### config.mk
export PLATFORM = sky130hd
export DESIGN_NAME = memory_display_scan
export DESIGN_NICKNAME = d
export VERILOG_FILES = /design/src/rtl/memory_disp_pkg.sv /design/src/rtl/memory_display_scan_seven_seg_hex.sv /design/src/rtl/memory_display_scan.sv
export SDC_FILE = /design/constraint.sdc
export NUM_CORES = 1
export LEC_CHECK = 0
export BUFFER_PORTS_ARGS = -buffer_cell sky130_fd_sc_hd__clkbuf_2
export CAP_MARGIN = 20
export CORE_AREA = 2 2 101 84
export DETAILED_ROUTE_END_ITERATION = 7
export DIE_AREA = 0 0 103 86
export GPL_TIMING_DRIVEN = 0
export PLACE_DENSITY = 0.88
export SLEW_MARGIN = 20
export SYNTH_ARGS = -nofsm -noshare
export SYNTH_HDL_FRONTEND = slang
export SYNTH_SLANG_ARGS = --single-unit
### constraint.sdc
create_clock -name Clk -period 2.8 [get_ports Clk]
set_input_delay 0.56 -clock Clk [delete_from_list [all_inputs] [get_ports Clk]]
set_output_delay 0.56 -clock Clk [all_outputs]
set_load 0.01 [all_outputs]
### src/rtl/memory_disp_pkg.sv
// Shared types and constants for the memory-game display scanner.
// Optional feature macro: MEMORY_DISP_PEEK_EN (adds the Peek field to the snapshot).
package memory_disp_pkg;

    localparam int unsigned SEG_W  = 7;
    localparam int unsigned FLAG_W = 5;
    localparam int unsigned NIB_W  = 4;

    // One-hot state encodings, ordered {Ql, Qp, Qfo, Qg, Qi}
    localparam logic [FLAG_W-1:0] ST_INITIAL  = 5'b00001;
    localparam logic [FLAG_W-1:0] ST_GENERATE = 5'b00010;
    localparam logic [FLAG_W-1:0] ST_FINDONES = 5'b00100;
    localparam logic [FLAG_W-1:0] ST_PLAY     = 5'b01000;
    localparam logic [FLAG_W-1:0] ST_LOSE     = 5'b10000;

    // Active-low glyphs, bit0 = a .. bit6 = g
    localparam logic [SEG_W-1:0] SEG_BLANK  = 7'h7F;
    localparam logic [SEG_W-1:0] SEG_DASH   = 7'h3F;
    localparam logic [SEG_W-1:0] SEG_L      = 7'h47;
    localparam logic [SEG_W-1:0] SEG_0      = 7'h40;
    localparam logic [SEG_W-1:0] SEG_5      = 7'h12;
    localparam logic [SEG_W-1:0] SEG_E      = 7'h06;
    localparam logic [SEG_W-1:0] SEG_A_ONLY = 7'h7E;
    localparam logic [SEG_W-1:0] SEG_B_ONLY = 7'h7D;
    localparam logic [SEG_W-1:0] SEG_C_ONLY = 7'h7B;
    localparam logic [SEG_W-1:0] SEG_D_ONLY = 7'h77;

    // Frame snapshot of everything the display reads
    typedef struct packed {
        logic [FLAG_W-1:0]           flags;
`ifdef MEMORY_DISP_PEEK_EN
        logic                        peek;
        logic [3:0][NIB_W-1:0]       a;
`endif
        logic [3:0][NIB_W-1:0]       b;
        logic [NIB_W-1:0]            x;
        logic [NIB_W-1:0]            y;
        logic [NIB_W-1:0]            lives;
    } snap_t;

    // Hex digit to active-low segment pattern
    function automatic logic [SEG_W-1:0] hex_to_seg(input logic [NIB_W-1:0] v);
        logic [SEG_W-1:0] s;
        case (v)
            4'h0: s = 7'h40;
            4'h1: s = 7'h79;
            4'h2: s = 7'h24;
            4'h3: s = 7'h30;
            4'h4: s = 7'h19;
            4'h5: s = 7'h12;
            4'h6: s = 7'h02;
            4'h7: s = 7'h78;
            4'h8: s = 7'h00;
            4'h9: s = 7'h10;
            4'hA: s = 7'h08;
            4'hB: s = 7'h03;
            4'hC: s = 7'h46;
            4'hD: s = 7'h21;
            4'hE: s = 7'h06;
            default: s = 7'h0E;
        endcase
        return s;
    endfunction

endpackage

### src/rtl/memory_display_scan_seven_seg_hex.sv
// Combinational hex-to-seven-segment decoder (active-low cathodes).
module seven_seg_hex
    import memory_disp_pkg::*;
(
    input  logic [NIB_W-1:0] i_val,
    output logic [SEG_W-1:0] o_seg
);

    // Pure table lookup
    always_comb begin
        o_seg = hex_to_seg(i_val);
    end

endmodule

### src/rtl/memory_display_scan.sv
// 4-digit multiplexed display scanner for the memory-game board outputs.
// Optional feature macro: MEMORY_DISP_PEEK_EN (Peek input shows answer rows in PLAY).
module memory_display_scan
    import memory_disp_pkg::*;
#(
    parameter int unsigned REFRESH_BITS = 17,
    parameter int unsigned BLINK_BITS   = 25
) (
    input  logic             Clk,
    input  logic             Reset_n,
    input  logic             Qi,
    input  logic             Qg,
    input  logic             Qfo,
    input  logic             Qp,
    input  logic             Ql,
    input  logic [NIB_W-1:0] A0,
    input  logic [NIB_W-1:0] A1,
    input  logic [NIB_W-1:0] A2,
    input  logic [NIB_W-1:0] A3,
    input  logic [NIB_W-1:0] B0,
    input  logic [NIB_W-1:0] B1,
    input  logic [NIB_W-1:0] B2,
    input  logic [NIB_W-1:0] B3,
    input  logic [NIB_W-1:0] X,
    input  logic [NIB_W-1:0] Y,
    input  logic [NIB_W-1:0] Lives,
`ifdef MEMORY_DISP_PEEK_EN
    input  logic             Peek,
`endif
    output logic [3:0]       An,
    output logic [SEG_W-1:0] Seg,
    output logic             Dp
);

    logic [REFRESH_BITS-1:0] r_refresh;
    logic [BLINK_BITS-1:0]   r_blink;
    logic [1:0]              r_digit;
    snap_t                   r_snap;
    logic [3:0]              r_an;
    logic [SEG_W-1:0]        r_seg;
    logic                    r_dp;

    snap_t                   w_in;
    logic                    w_wrap;
    logic                    w_phase;
    logic [1:0]              w_row;
    logic                    w_use_a;
    logic [NIB_W-1:0]        w_hex_val;
    logic [SEG_W-1:0]        w_hex_seg;
    logic [3:0]              w_an_c;
    logic [SEG_W-1:0]        w_seg_c;
    logic                    w_dp_c;

    assign w_wrap  = &r_refresh;
    assign w_phase = r_blink[BLINK_BITS-1];
    assign w_row   = 2'd3 - r_digit;

    // Gather the live inputs into snapshot form
    always_comb begin
        w_in       = '0;
        w_in.flags = {Ql, Qp, Qfo, Qg, Qi};
        w_in.b     = {B3, B2, B1, B0};
        w_in.x     = X;
        w_in.y     = Y;
        w_in.lives = Lives;
`ifdef MEMORY_DISP_PEEK_EN
        w_in.peek  = Peek;
        w_in.a     = {A3, A2, A1, A0};
`endif
    end

`ifdef MEMORY_DISP_PEEK_EN
    assign w_use_a   = r_snap.peek && (r_snap.flags == ST_PLAY);
    assign w_hex_val = w_use_a ? r_snap.a[w_row] : r_snap.b[w_row];
`else
    logic w_unused_a;
    assign w_unused_a = ^{A3, A2, A1, A0};
    assign w_use_a    = 1'b0;
    assign w_hex_val  = r_snap.b[w_row];
`endif

    seven_seg_hex u_hex (
        .i_val (w_hex_val),
        .o_seg (w_hex_seg)
    );

    // Refresh/blink counters, digit index and frame-start snapshot
    always_ff @(posedge Clk or negedge Reset_n) begin
        if (!Reset_n) begin
            r_refresh <= '0;
            r_blink   <= '0;
            r_digit   <= 2'd0;
            r_snap    <= '0;
        end else begin
            r_refresh <= r_refresh + REFRESH_BITS'(1);
            r_blink   <= r_blink + BLINK_BITS'(1);
            if (w_wrap) begin
                r_digit <= r_digit + 2'd1;
                if (r_digit == 2'd3) begin
                    r_snap <= w_in;
                end
            end
        end
    end

    // Glyph, cursor and life-dot selection for the current digit
    always_comb begin
        w_an_c  = ~(4'b0001 << r_digit);
        w_seg_c = SEG_BLANK;
        w_dp_c  = 1'b1;
        case (r_snap.flags)
            ST_INITIAL: w_seg_c = SEG_DASH;
            ST_PLAY: begin
                w_seg_c = w_hex_seg;
                if ((r_snap.x < 4'd4) && (r_snap.x[1:0] == w_row) && w_phase) begin
                    case (r_snap.y)
                        4'd0:    w_seg_c = SEG_A_ONLY;
                        4'd1:    w_seg_c = SEG_B_ONLY;
                        4'd2:    w_seg_c = SEG_C_ONLY;
                        4'd3:    w_seg_c = SEG_D_ONLY;
                        default: w_seg_c = SEG_BLANK;
                    endcase
                end
                w_dp_c = !({2'b00, r_digit} < r_snap.lives);
            end
            ST_LOSE: begin
                case (r_digit)
                    2'd3:    w_seg_c = SEG_L;
                    2'd2:    w_seg_c = SEG_0;
                    2'd1:    w_seg_c = SEG_5;
                    default: w_seg_c = SEG_E;
                endcase
            end
            default: w_seg_c = SEG_BLANK;
        endcase
    end

    // Registered pin drivers; reset forces the dark pattern immediately
    always_ff @(posedge Clk or negedge Reset_n) begin
        if (!Reset_n) begin
            r_an  <= 4'b1110;
            r_seg <= SEG_BLANK;
            r_dp  <= 1'b1;
        end else begin
            r_an  <= w_an_c;
            r_seg <= w_seg_c;
            r_dp  <= w_dp_c;
        end
    end

    assign An  = r_an;
    assign Seg = r_seg;
    assign Dp  = r_dp;

endmodule

Word-level counts from Yosys, hierarchy flattened
Memories as Yosys holds them, arrays and structs flattened.
Cells that the tools add are included.
Widths: inputs -> output; s select.
- register bits: 89
- memory bits (read-only): 112
- input port bits: 51
- output and inout port bits: 12
- word-level logic and storage cells: 47
- memories kept: 1
- add/sub/neg operators: 4
- $lt $le $gt $ge: 3
- equality and inequality tests: 10
- shift operators: 1
- multiplexer cells: 7
- bitwise gates (word level): 1
- reduce and logical (&&, ||, !) cells: 6
- memories (memory ; depth ; width ; read ports ; clocked after Yosys merged registers in ; wr ports ; line ; text):
    (name not given) ; 16 ; 7 ; 1 ; 0 ; 0 ; memory_disp_pkg.sv:44 ; case (v)
- operators with widths (operator ; count):
    $pmux 7 s3 ; 2
    $add 25x1->25 const B ; 1
    $reduce_and 18->1 ; 1
    $add 17x1->17 const B ; 1
    $reduce_and 17->1 ; 1
    $pmux 4 s4 ; 1
    $bmux 4 s2 ; 1
    $eq 4x2->1 const B ; 2
    $mux 7 ; 1
    $eq 5x1->1 const B ; 1
    $eq 5x4->1 const B ; 1
    $eq 5x5->1 const B ; 1
    $eq 2x2->1 const B ; 2
    $eq 4x1->1 const B ; 1
    $logic_not 4->1 ; 1
    $lt 2x4->1 ; 1
    $lt 4x3->1 const B ; 1
    $mux 4 ; 1
    $not 4->4 ; 1
    $shl 1x2->4 const A ; 1
    $lt 2x3->1 const B ; 1
    $add 2x1->2 const B ; 1
    $eq 2x1->1 const B ; 1
    $eq 2x2->1 ; 1
    other kinds (4) ; 5

Depth between registers and ports, before layout
Gate-level depths: netlist of the first run.
- depth after elaboration: 6
- gate-level depth with buffers: 8
- gate-level depth less buffers: 7

Hierarchy
Synthesis of the first run repeated with hierarchy kept, for this count alone.
- cell total of the unflattened synthesis: 327
- area total of the unflattened synthesis: 4289.1 um^2
- modules (own cells, without submodules) (module ; times used ; cells each ; area an instance (um^2) ; seq. area each (um^2)):
    memory_display_scan ; 1 ; 295 ; 4013.8 ; 2240.9
    seven_seg_hex ; 1 ; 32 ; 275.3 ; 0.0

Worst setup path before layout of the first run
Ideal clock, no wire load.
- path type: register -> register
- from: register r_digit[0]
- to: register r_seg[4] (netlist: Seg[4])
- setup time: 0.096 ns
- data arrival time: 2.104 ns
- data required time: 2.704 ns
- setup slack: 0.600 ns
- stages on the path, launching flop included: 9
- buffers on the path: 1
- period minus slack after synthesis: 2.200 ns
- cells stage by stage: dfrtp_1 -> buf_2 -> mux4_2 -> inv_1 -> ha_1 -> inv_1 -> mux2_1 -> a211oi_1 -> o221ai_1
- longest elaborated chain between the ends: 6
- elaborated cells on any way between the ends: 13
- classes of those cells: 1 x add/sub; 4 x eq/ne; 5 x mux; 2 x reduce/logical; 1 x memory
- RTL lines (item ; line ; text):
    start, declared ; memory_display_scan.sv:37 ; logic [1:0] r_digit;
    start signal, assigned ; memory_display_scan.sv:98 ; r_digit <= r_digit + 2'd1;
    $sub 2x2->2 ; memory_display_scan.sv:56 ; assign w_row = 2'd3 - r_digit;
    $bmux 4 s2 / $eq 2x2->1 (equally long branches) ; memory_display_scan.sv:79, memory_display_scan.sv:115 ;
    $mux 4 (implied by the code) / $logic_and 1x1->1 (equally long branches) ; memory_display_scan.sv:79, memory_display_scan.sv:115 ;
    $mem_v2 16x7 / $logic_and 1x1->1 (equally long branches) ; - ;
    $mux 7 ; memory_display_scan.sv:115 ; if ((r_snap.x < 4'd4) && (r_snap.x[1:0] == w_row) && w_phase) begin
    $pmux 7 s3 (*) ; memory_display_scan.sv:111 ; case (r_snap.flags)
    via w_seg_c[4] ; memory_display_scan.sv:51 ; logic [SEG_W-1:0] w_seg_c;
    end signal, assigned ; memory_display_scan.sv:146 ; r_seg <= w_seg_c;
    end, declared ; memory_display_scan.sv:40 ; logic [SEG_W-1:0] r_seg;
Mark *: on every way through the listed nets, which the timed path passes. The rest lies on a longest branch. The select of a mux whose other input is x is not followed.
A chain may end at the register's enable or synchronous reset.

Final worst setup path of the first run
- from: register r_digit[0]
- to: register r_seg[0] (netlist: Seg[0])
Same word-level chain as after synthesis.

==> results of run 1 <==
## critical path, delay by kind of cell (launching register included)
kind	cells	cell delay, ps
multiplexers	1	640
buffers and inverters	1	290
AO/OA/AOI/OAI	2	710
flip-flops	1	400
AND/OR/NAND/NOR	1	180
adder cells (fa/ha/maj)	1	280
## per-layer routing
layer,wire length [um],vias to the layer above,track usage [%],share of wire [%]
li1,-,1315,-,-
met4,114,0,7.177,1.5
met2,3615,60,30.46,47
met3,397,10,7.335,5.1
met1,3616,1330,25.39,47
met5,0,-,0,0
## registers in the layout, summed over array words and instances, names as in the netlist
name       count
An             4
Dp             1
Seg            7
r_blink       25
r_digit        2
r_refresh     17
r_snap        33
## power breakdown
part / internal (mW) / total (mW) / switching, mW
combinational: 0.0739 / 0.142 / 0.0676
clock: 0.438 / 0.886 / 0.449
sequential: 1.31 / 1.34 / 0.0208
total: 1.83 / 2.36 / 0.537
## cell usage in the layout, fill, tap and decap left out, drive strengths merged, types with 5 or more instances in the layout
cell	n
dfrtp	78
clkbuf	57
nand2	20
nor2	13
o21ai	5
nand3	16
dfstp	11
mux2	36
inv	22
and4	8
nor4	5
nor3	14
ha	17
xnor2	17
buf	7
xor2	24
## path summary, 6_finish.rpt
kind,startpoint,endpoint
max in group asynchronous,Reset_n,r_snap[17]
min in group Clk,B3[1],r_snap[25]
min reg2reg,r_snap[2],Dp
max,r_digit[0],Seg[0]
min,Reset_n,r_snap[5]
max reg2reg,r_digit[0],Seg[0]
## layout make-up
| cell class | instances | area, um2 | area share [%] |
|---|---|---|---|
| well taps | 108 | 135.1 | 2.740 |
| flip-flops and latches | 89 | 2241 | 45.45 |
| clock inverters | 5 | 63.81 | 1.294 |
| inverters | 21 | 78.83 | 1.599 |
| repair buffers | 46 | 239.0 | 4.846 |
| plain buffers | 8 | 90.09 | 1.827 |
| clock buffers | 10 | 137.6 | 2.791 |
| multi-input cells | 226 | 1946 | 39.46 |
## stage by stage
stage	hold slack (ps)	cells	setup WS [ps]	cell area, um2
4_1_cts	251.9	513	196.2	4931
2_1_floorplan	264.4	344	600.3	4355
3_3_place_gp	422.4	498	236.1	4721
3_5_place_dp	430.9	498	216.6	4730
5_1_grt	274.8	513	19.41	4931
6_report	239.2	513	187.6	4931
## cells by family (layout without fill, tap and decap cells)
kind of cell | count (synthesis) | in the layout | share of synthesized area, %
adder cells (fa/ha/maj) | 17 | 17 | 4.884
multiplexers | 44 | 44 | 14.88
AO/OA/AOI/OAI | 23 | 23 | 3.792
AND/OR/NAND/NOR | 101 | 101 | 12.87
flip-flops | 89 | 89 | 51.45
buffers and inverters | 29 | 90 | 3.878
XOR/XNOR | 41 | 41 | 8.245
==> qor.tcl, run 1 <==
set qor(status) {finished clean}
set qor(design.final.nets) 469
set qor(crit_chain) {buf_2 -> mux4_2 -> ha_1 -> and4_1 -> a2111oi_0 -> o211ai_1}
set qor(post_synth_inst_count) 344
set qor(postSynthNetCount) 412
set qor(start_kind) {register}
set qor(final.setup_skew_ps) 15.91
set qor(synthesis.yosys.warnings) 0
set qor(syn2layout_area_growth_pct) 13.21
set qor(post-dp-hpwl_mm) 5.676
set qor(worst-endpoint-required_ps) 3060
set qor(globalplace.congestion) 0.8212
set qor(postLayoutCoreUtil_pct) 63.50
set qor(setup.worst_path.class) {reg -> reg}
set qor(grt.total_usage_pct) 19.66
set qor(numPortBuffers) 46
set qor(synth.top_cells.by_area) {sky130_fd_sc_hd__dfrtp_1 45%, sky130_fd_sc_hd__mux2_4 10%, sky130_fd_sc_hd__dfstp_2 6.6%}
set qor(r2r.worst_path.cells) 6
set qor(final_period_minus_worst_setup_slack_ps) 2612
set qor(power_density_nw_per_um2) 479.2
set qor(synth_enable_flop_cells) 0
set qor(drt_iter0_markers) 119
set qor(post-route-drc-count) 0
set qor(setup_tns_ps) 0
set qor(power.leakage_nw) 2.414
set qor(setup_viol) 0
set qor(timing_hold_violations_final) 0
set qor(tightest_slew_ps) 681.3
set qor(design.die.area_um2) 8858
set qor(core_area_um2) 7765
set qor(number_of_vias_in_the_routed_layout) 2715
set qor(first_global_vias) 2699
set qor(cts_made_buffers) 9
set qor(cts_max_path_bufs) 2
set qor(hold_path.class) {in -> async}
set qor(overflow) 0
set qor(max_cap_viol_count) 0
set qor(cts.clk_slew.worst_paths_ps) 80
set qor(total_power_mw) 2.363
set qor(unrepaired_setup_endpoints_after_global_routing) {no}
set qor(holdBufCountCts) 0
set qor(ioPinCount) 63
set qor(asyncSetResetFlopFracSynth_pct) 100.0
set qor(clock_latency_ps) 370
set qor(r2r_setup_slack_ps) 190
set qor(die_height_um) 86
set qor(portion_of_the_post_synthesis_area_used_by_sequential_elements_pct) 51.45
set qor(avgSynthCellArea_um2) 12.66
set qor(drive_gt1_share_pct) 30.12
set qor(cp_data_arrival_time_ps) 2870
set qor(fmaxAchievable_ghz) 0.3828
set qor(timing.final.crit_share_pct) 93.30
set qor(antenna-diode-count) 0
set qor(pin_count_of_the_biggest_net_entering_global_routing) 90
set qor(clock_sink_count) 89
set qor(synth_most_common_cell) {sky130_fd_sc_hd__dfrtp_1}
set qor(slew_violations) 0
set qor(crit_fanout) 9
set qor(initial_core_util_pct) 56.09
set qor(cts-htree-levels) 3
set qor(tritoncts_clock_tree) {yes}
set qor(routed_via_density) 5.292
set qor(die_width_um) 103
set qor(post_cts_resized) 0
set qor(post-synth-top-area-fraction_pct) 44.81
set qor(synth_seq_cells) 89
set qor(clk_root_buffer_cell) {sky130_fd_sc_hd__clkbuf_8}
set qor(synth_cell_types) 46
set qor(relSlewSlack_pct) 54.58
set qor(row_count) 29
set qor(vdd_drop_max_v) 0.0003941
set qor(routed_wl_mm) 7.743
set qor(most_frequent_cells_after_synthesis) {78 x sky130_fd_sc_hd__dfrtp_1, 30 x sky130_fd_sc_hd__mux2_4, 24 x sky130_fd_sc_hd__xor2_1}
set qor(grt_first_pass_wirelength_mm) 12.99
set qor(slowest_stage) {sky130_fd_sc_hd__mux4_2}
set qor(n_fill_cell) 608
set qor(slowest_delay_ps) 640
set qor(grt_antenna_before_repair) 0
set qor(mappedNetlistArea_um2) 4355
set qor(drt_first_pass_iters) 5
set qor(ant_nets) 0
set qor(cp-end-kind) {register}
set qor(synth_ff_type) {sky130_fd_sc_hd__dfrtp_1}
set qor(synth_top_cell_by_area) {sky130_fd_sc_hd__dfrtp_1}
set qor(drt-wirelength-per-cell_um) 15.09
set qor(postCtsSetupBuffers) 0
Power figures use the tool's default switching activity.
==> run 2, diff against run 1 <==
Settings changed: REMOVE_ABC_BUFFERS set to 1.
==> run 2 against run 1 <==
Effect of this change: clock skew is 5.7 ps lower; via count is 0.85% higher; critical path depth is 1 lower; core utilization is 0.76 points lower; clock power is 4.2% higher; wire length is 4.3% higher; non-clock buffer count is 7 lower; design area is 1.2% lower.
==> qor.tcl, run 2 (synthesis gave the netlist of run 1 again) <==
set qor(final_common_cell) {sky130_fd_sc_hd__dfrtp_1}
set qor(grt_first_pass_wirelength_mm) 13.36 ;# +2.8%
set qor(cp_data_arrival_time_ps) 2900 ;# +30 ps
set qor(final_period_minus_worst_setup_slack_ps) 2632 ;# +19.61 ps
set qor(dp_slack_ps) 50.70 ;# -165.9 ps
set qor(globalplace.congestion) 0.8579 ;# +4.5%
set qor(tritoncts_clock_tree) {yes}
set qor(fmaxAchievable_ghz) 0.3799 ;# -0.75%
set qor(core_area_um2) 7765 ;# unchanged
set qor(cts_max_path_bufs) 2 ;# unchanged
set qor(unrepaired_setup_endpoints_after_global_routing) {no}
set qor(syn2layout_area_growth_pct) 11.86
set qor(slowest_delay_ps) 640 ;# about the same
set qor(pin_count_of_the_biggest_net_entering_global_routing) 90 ;# unchanged
set qor(layout_top_registers) {r_snap: 33 flops, r_blink: 25 flops, r_refresh: 17 flops}
set qor(crit_chain) {mux4_2 -> ha_1 -> and4_1 -> a2111oi_1 -> o211ai_1}
set qor(drt-wirelength-per-cell_um) 15.93 ;# +5.6%
set qor(slowest_stage) {sky130_fd_sc_hd__mux4_2}
set qor(grt_antenna_before_repair) 0 ;# unchanged
set qor(regMostFlops) {r_snap}
set qor(initial_core_util_pct) 56.09 ;# unchanged
set qor(cp-end-kind) {register}
set qor(timing_hold_violations_final) 0 ;# unchanged
set qor(routed_via_density) 5.400 ;# +2.0%
set qor(power.leakage_nw) 2.376 ;# -1.6%
set qor(cts-htree-levels) 3 ;# unchanged
set qor(post-route-drc-count) 0 ;# unchanged
set qor(drive_gt1_share_pct) 29.57 ;# -0.55 points
set qor(numPortBuffers) 46 ;# unchanged
set qor(clock_sink_count) 89 ;# unchanged
set qor(ioPinCount) 63 ;# unchanged
set qor(hold_path.class) {in -> async}
set qor(worst-endpoint-required_ps) 3070 ;# about the same
set qor(cts_made_buffers) 9 ;# unchanged
set qor(routed_wl_mm) 8.079 ;# +4.3%
set qor(postCtsSetupBuffers) 0 ;# unchanged
set qor(setup.worst_path.class) {reg -> reg}
set qor(grt.total_usage_pct) 19.90 ;# +0.24 points
set qor(max_cap_viol_count) 0 ;# unchanged
set qor(layout_setup_ws_ps) 168.0 ;# -19.61 ps
set qor(drt_iter0_markers) 185 ;# +55%
set qor(largest_register_ffs) 33 ;# unchanged
set qor(design.die.area_um2) 8858 ;# unchanged
set qor(postLayoutCoreUtil_pct) 62.75 ;# -0.76 points
set qor(crit_fanout) 12 ;# +3
set qor(final.setup_skew_ps) 10.24 ;# -5.675 ps
set qor(die_height_um) 86 ;# unchanged
set qor(setup_viol) 0 ;# unchanged
set qor(clk_root_buffer_cell) {sky130_fd_sc_hd__clkbuf_8}
set qor(row_count) 29 ;# unchanged
set qor(ant_nets) 0 ;# unchanged
set qor(number_of_vias_in_the_routed_layout) 2738 ;# +0.85%
set qor(holdBufCountCts) 0 ;# unchanged
set qor(post-dp-hpwl_mm) 5.583 ;# -1.6%
set qor(timing.final.crit_share_pct) 94.00 ;# +0.70 points
set qor(die_width_um) 103 ;# unchanged
set qor(overflow) 0 ;# unchanged
set qor(vdd_drop_max_v) 0.0003453 ;# -12%
set qor(start_kind) {register}
set qor(relSlewSlack_pct) 53.38 ;# -1.2 points
set qor(slew_violations) 0 ;# unchanged
set qor(clock_latency_ps) 370 ;# about the same
set qor(most-common-layout-cells) {76 x sky130_fd_sc_hd__dfrtp_1, 45 x sky130_fd_sc_hd__clkbuf_2, 30 x sky130_fd_sc_hd__mux2_4, 24 x sky130_fd_sc_hd__xor2_1, 21 x sky130_fd_sc_hd__inv_1}
set qor(power_density_nw_per_um2) 493.3 ;# +2.9%
set qor(tightest_slew_ps) 681.6 ;# +0.3790 ps
set qor(post_cts_resized) 2 ;# +2
set qor(first_global_vias) 2855 ;# +5.8%
set qor(n_fill_cell) 592 ;# -2.6%
set qor(cts.clk_slew.worst_paths_ps) 80 ;# about the same
set qor(drt_first_pass_iters) 4 ;# -1
set qor(status) {finished clean}
set qor(antenna-diode-count) 0 ;# unchanged
set qor(design.final.nets) 462 ;# -1.5%
==> run 2: power breakdown <==
part           total (mW)  switching [mW]  leakage [nW]  internal [mW]
combinational       0.144          0.0703          1.17         0.0739
clock               0.923           0.438         0.107          0.485
sequential           1.34          0.0215          1.10           1.31
total                2.40           0.530          2.38           1.87
==> run 2: final timing paths <==
kind                                 start         end  slack [ps]  depth (start not counted)
max in group asynchronous          Reset_n  r_digit[1]        2090                          1
worst min-delay path               Reset_n  r_snap[23]         220                          1
worst max-delay path            r_digit[0]      Seg[0]         170                          5
worst max register to register  r_digit[0]      Seg[0]         170                          5
worst min register to register   r_snap[3]          Dp         450                          1
min in group Clk                     B2[1]  r_snap[21]         420                          2
==> run 2: worst max-delay path, delay by kind of cell, from the launching register on <==
kind,cells,cell delay [ps]
compound gates,2,830
mux,1,640
flops,1,570
fa+ha+maj,1,290
simple gates,1,200
==> run 2: metrics by stage <==
| stage | instance area (um2) | power, mW | setup TNS [ps] | hold slack (ps) | std cells |
|---|---|---|---|---|---|
| 6_report | 4872 | 2.403 | 0 | 217.3 | 507 |
| 5_1_grt | 4872 | 2.494 | 0 | 280.0 | 507 |
| 4_1_cts | 4871 | 2.419 | 0 | 257.3 | 507 |
| 3_5_place_dp | 4661 | 1.503 | 0 | 429.6 | 491 |
| 3_3_place_gp | 4631 | 1.494 | -2880 | 422.9 | 490 |
| 2_1_floorplan | 4265 | 1.429 | 0 | 264.4 | 336 |
==> run 2: cell type report <==
class	count	area [um2]	share of cell area [%]
sequential	89	2243	46.05
multi-input combinational	226	1948	39.98
timing repair buffer	47	259.0	5.316
clock buffer	14	172.7	3.544
tap	108	135.1	2.774
inverter	21	78.83	1.618
clock inverter	2	35.03	0.7191
==> run 2: metal layers <==
layer / vias up / track usage, % / part of all wire, % / routed length [um]
li1: 1295 / - / - / -
met1: 1362 / 25.57 / 44 / 3565
met2: 70 / 32.17 / 48 / 3886
met3: 11 / 6.112 / 6.2 / 503
met4: 0 / 6.579 / 1.5 / 123
met5: - / 0 / 0 / 0
==> run 3, diff against run 2 <==
Settings changed: PLACE_DENSITY 0.88 to 0.78.
==> run 3 against run 2 <==
Effect of this change: critical path depth rose by 1; die area unchanged; via count decreased by 1.8%; worst setup slack worse by 59 ps; sequential power barely moved; register-to-register slack lost 60 ps; hold slack better by 14 ps; wire length shrank 4.2%; clock skew is 2.8 ps lower; clock power decreased by 7.8%; cell count decreased by 0.39%; global-route usage decreased by 0.99 points.
==> qor.tcl, run 3 (synthesis gave the netlist of run 1 again) <==
set qor(max_cap_viol_count) 0 ;# unchanged
set qor(multi_input_comb_area_um2) 1948 ;# unchanged
set qor(power.leakage_nw) 2.362 ;# -0.58%
set qor(power_density_nw_per_um2) 480.5 ;# -2.6%
set qor(overflow) 0 ;# unchanged
set qor(row_count) 29 ;# unchanged
set qor(number_of_vias_in_the_routed_layout) 2689 ;# -1.8%
set qor(cts.clk_slew.worst_paths_ps) 80 ;# about the same
set qor(cp_data_arrival_time_ps) 2950 ;# +50 ps
set qor(final_common_cell) {sky130_fd_sc_hd__dfrtp_1}
set qor(layout_top_registers) {r_snap: 33 flops, r_blink: 25 flops, r_refresh: 17 flops}
set qor(timing.final.crit_share_pct) 96.12 ;# +2.1 points
set qor(crit_fanout) 17 ;# +5
set qor(grt.total_usage_pct) 18.91 ;# -0.99 points
set qor(final.setup_skew_ps) 7.451 ;# -2.787 ps
set qor(regMostFlops) {r_snap}
set qor(post-route-drc-count) 0 ;# unchanged
set qor(r2r_setup_slack_ps) 110 ;# -60 ps
set qor(unrepaired_setup_endpoints_after_global_routing) {no}
set qor(n_fill_cell) 623 ;# +5.2%
set qor(routed_via_density) 5.325 ;# -1.4%
set qor(cp-end-kind) {register}
set qor(cts_max_path_bufs) 2 ;# unchanged
set qor(routed_wl_mm) 7.737 ;# -4.2%
set qor(timing_hold_violations_final) 0 ;# unchanged
set qor(drt_first_pass_iters) 4 ;# unchanged
set qor(tritoncts_clock_tree) {yes}
set qor(grt_antenna_before_repair) 0 ;# unchanged
set qor(tightest_slew_ps) 709.6 ;# +27.94 ps
set qor(ioPinCount) 63 ;# unchanged
set qor(final_period_minus_worst_setup_slack_ps) 2691 ;# +59.37 ps
set qor(finish.instance_area_um2) 4847 ;# -0.51%
set qor(seqCellArea_um2) 2242 ;# about the same
set qor(clock_latency_ps) 360 ;# about the same
set qor(core_area_um2) 7765 ;# unchanged
set qor(die_height_um) 86 ;# unchanged
set qor(start_kind) {register}
set qor(pin_count_of_the_biggest_net_entering_global_routing) 90 ;# unchanged
set qor(globalplace.congestion) 0.9302 ;# +8.4%
set qor(die_width_um) 103 ;# unchanged
set qor(cts_made_buffers) 9 ;# unchanged
set qor(hold_path.class) {in -> async}
set qor(most-common-layout-cells) {77 x sky130_fd_sc_hd__dfrtp_1, 45 x sky130_fd_sc_hd__clkbuf_2, 30 x sky130_fd_sc_hd__mux2_4, 24 x sky130_fd_sc_hd__xor2_1, 21 x sky130_fd_sc_hd__inv_1}
set qor(design.die.area_um2) 8858 ;# unchanged
set qor(initial_core_util_pct) 56.09 ;# unchanged
set qor(clock_sink_count) 89 ;# unchanged
set qor(detailed_place.area_um2) 4661 ;# unchanged
set qor(clk_root_buffer_cell) {sky130_fd_sc_hd__clkbuf_8}
set qor(holdBufCountCts) 0 ;# unchanged
set qor(reg_to_reg_endpoint) {Seg[0]}
set qor(grt_use_met2_pct) 28.22 ;# -4.0 points
set qor(cts-htree-levels) 3 ;# unchanged
set qor(worst_r2r_startpoint) {r_digit[1]}
set qor(met3_usage_pct) 4.645 ;# -1.5 points
set qor(design.final.nets) 462 ;# unchanged
set qor(worst-endpoint-required_ps) 3060 ;# about the same
set qor(total_power_mw) 2.329 ;# -3.1%
set qor(setup.worst_path.class) {reg -> reg}
set qor(numPortBuffers) 46 ;# unchanged
set qor(drt-wirelength-per-cell_um) 15.32 ;# -3.9%
set qor(ant_nets) 0 ;# unchanged
set qor(status) {finished clean}
set qor(setup_viol) 0 ;# unchanged
set qor(largest_register_ffs) 33 ;# unchanged
set qor(grt_first_pass_wirelength_mm) 12.94 ;# -3.2%
set qor(slew_violations) 0 ;# unchanged
set qor(drive_gt1_share_pct) 29.22 ;# -0.35 points
set qor(postCtsSetupBuffers) 0 ;# unchanged
set qor(relSlewSlack_pct) 52.69 ;# -0.69 points
set qor(fmaxAchievable_ghz) 0.3716 ;# -2.2%
set qor(antenna-diode-count) 0 ;# unchanged
set qor(r2r.worst_path.cells) 6 ;# +1
set qor(vdd_drop_max_v) 0.0002715 ;# -21%
set qor(use_met1_pct) 27.80 ;# +2.2 points
set qor(global_route.peak_usage_layer) {met2}
set qor(first_global_vias) 2648 ;# -7.3%
set qor(syn2layout_area_growth_pct) 11.29
set qor(post-dp-hpwl_mm) 5.387 ;# -3.5%
set qor(drt_iter0_markers) 151 ;# -18%
[run 3: timing repair]
action / in CTS / in global routing
pin swaps: 0 / 0
endpoints found under the hold margin: 0 / 0
endpoints found under the setup margin: 1 / 2
resized for setup: 1 / 1
[run 3: final cells by class]
cell class	count	share of cell area [%]
inverter	21	1.626
multi-input combinational	226	40.19
clock buffer	11	2.917
timing repair buffer	47	5.343
clock inverter	3	0.8776
tap	108	2.788
sequential	89	46.26
[run 3: stage by stage]
stage          util, %  setup WS [ps]  TNS, ps  instances  hold WS, ps
2_1_floorplan        -          178.4        0        336        264.4
3_3_place_gp     59.64         -178.6    -3333        490        425.0
3_5_place_dp     60.02         -28.51   -28.51        491        412.9
4_1_cts          62.41          56.36        0        505        271.1
5_1_grt          62.42          90.24        0        505        286.0
6_report         62.42          108.6        0        505        231.7
[run 3: worst max path at each step]
stage / from / end / slack (ps) / cells past startpoint
after global placement: r_refresh[0] / r_snap[9] / -180 / 5
final: r_digit[1] / Seg[0] / 110 / 6
after floorplan: r_refresh[0] / r_snap[6] / 180 / 5
after CTS: r_digit[0] / Seg[0] / 60 / 6
after detailed placement: r_digit[0] / Seg[0] / -30 / 5
after global routing: r_digit[1] / Seg[0] / 90 / 5
[run 3: critical path, cell delays in order, from the launching register on]
cell,delay (ps)
sky130_fd_sc_hd__dfrtp_1,800
sky130_fd_sc_hd__mux4_2,500
sky130_fd_sc_hd__ha_1,290
sky130_fd_sc_hd__nand2_1,80
sky130_fd_sc_hd__a2111oi_0,80
sky130_fd_sc_hd__a2111oi_1,640
sky130_fd_sc_hd__o211ai_1,200
[run 3: per-layer routing]
layer  vias to the layer above  part of all wire [%]
li1                       1300                     -
met1                      1323                    48
met2                        57                    46
met3                         9                   4.7
met4                         0                   1.2
met5                         -                     0
[run 3: power by group]
part	internal (mW)	switching [mW]
clock network	0.426	0.425
registers	1.31	0.0210
logic	0.0737	0.0693
total	1.81	0.515
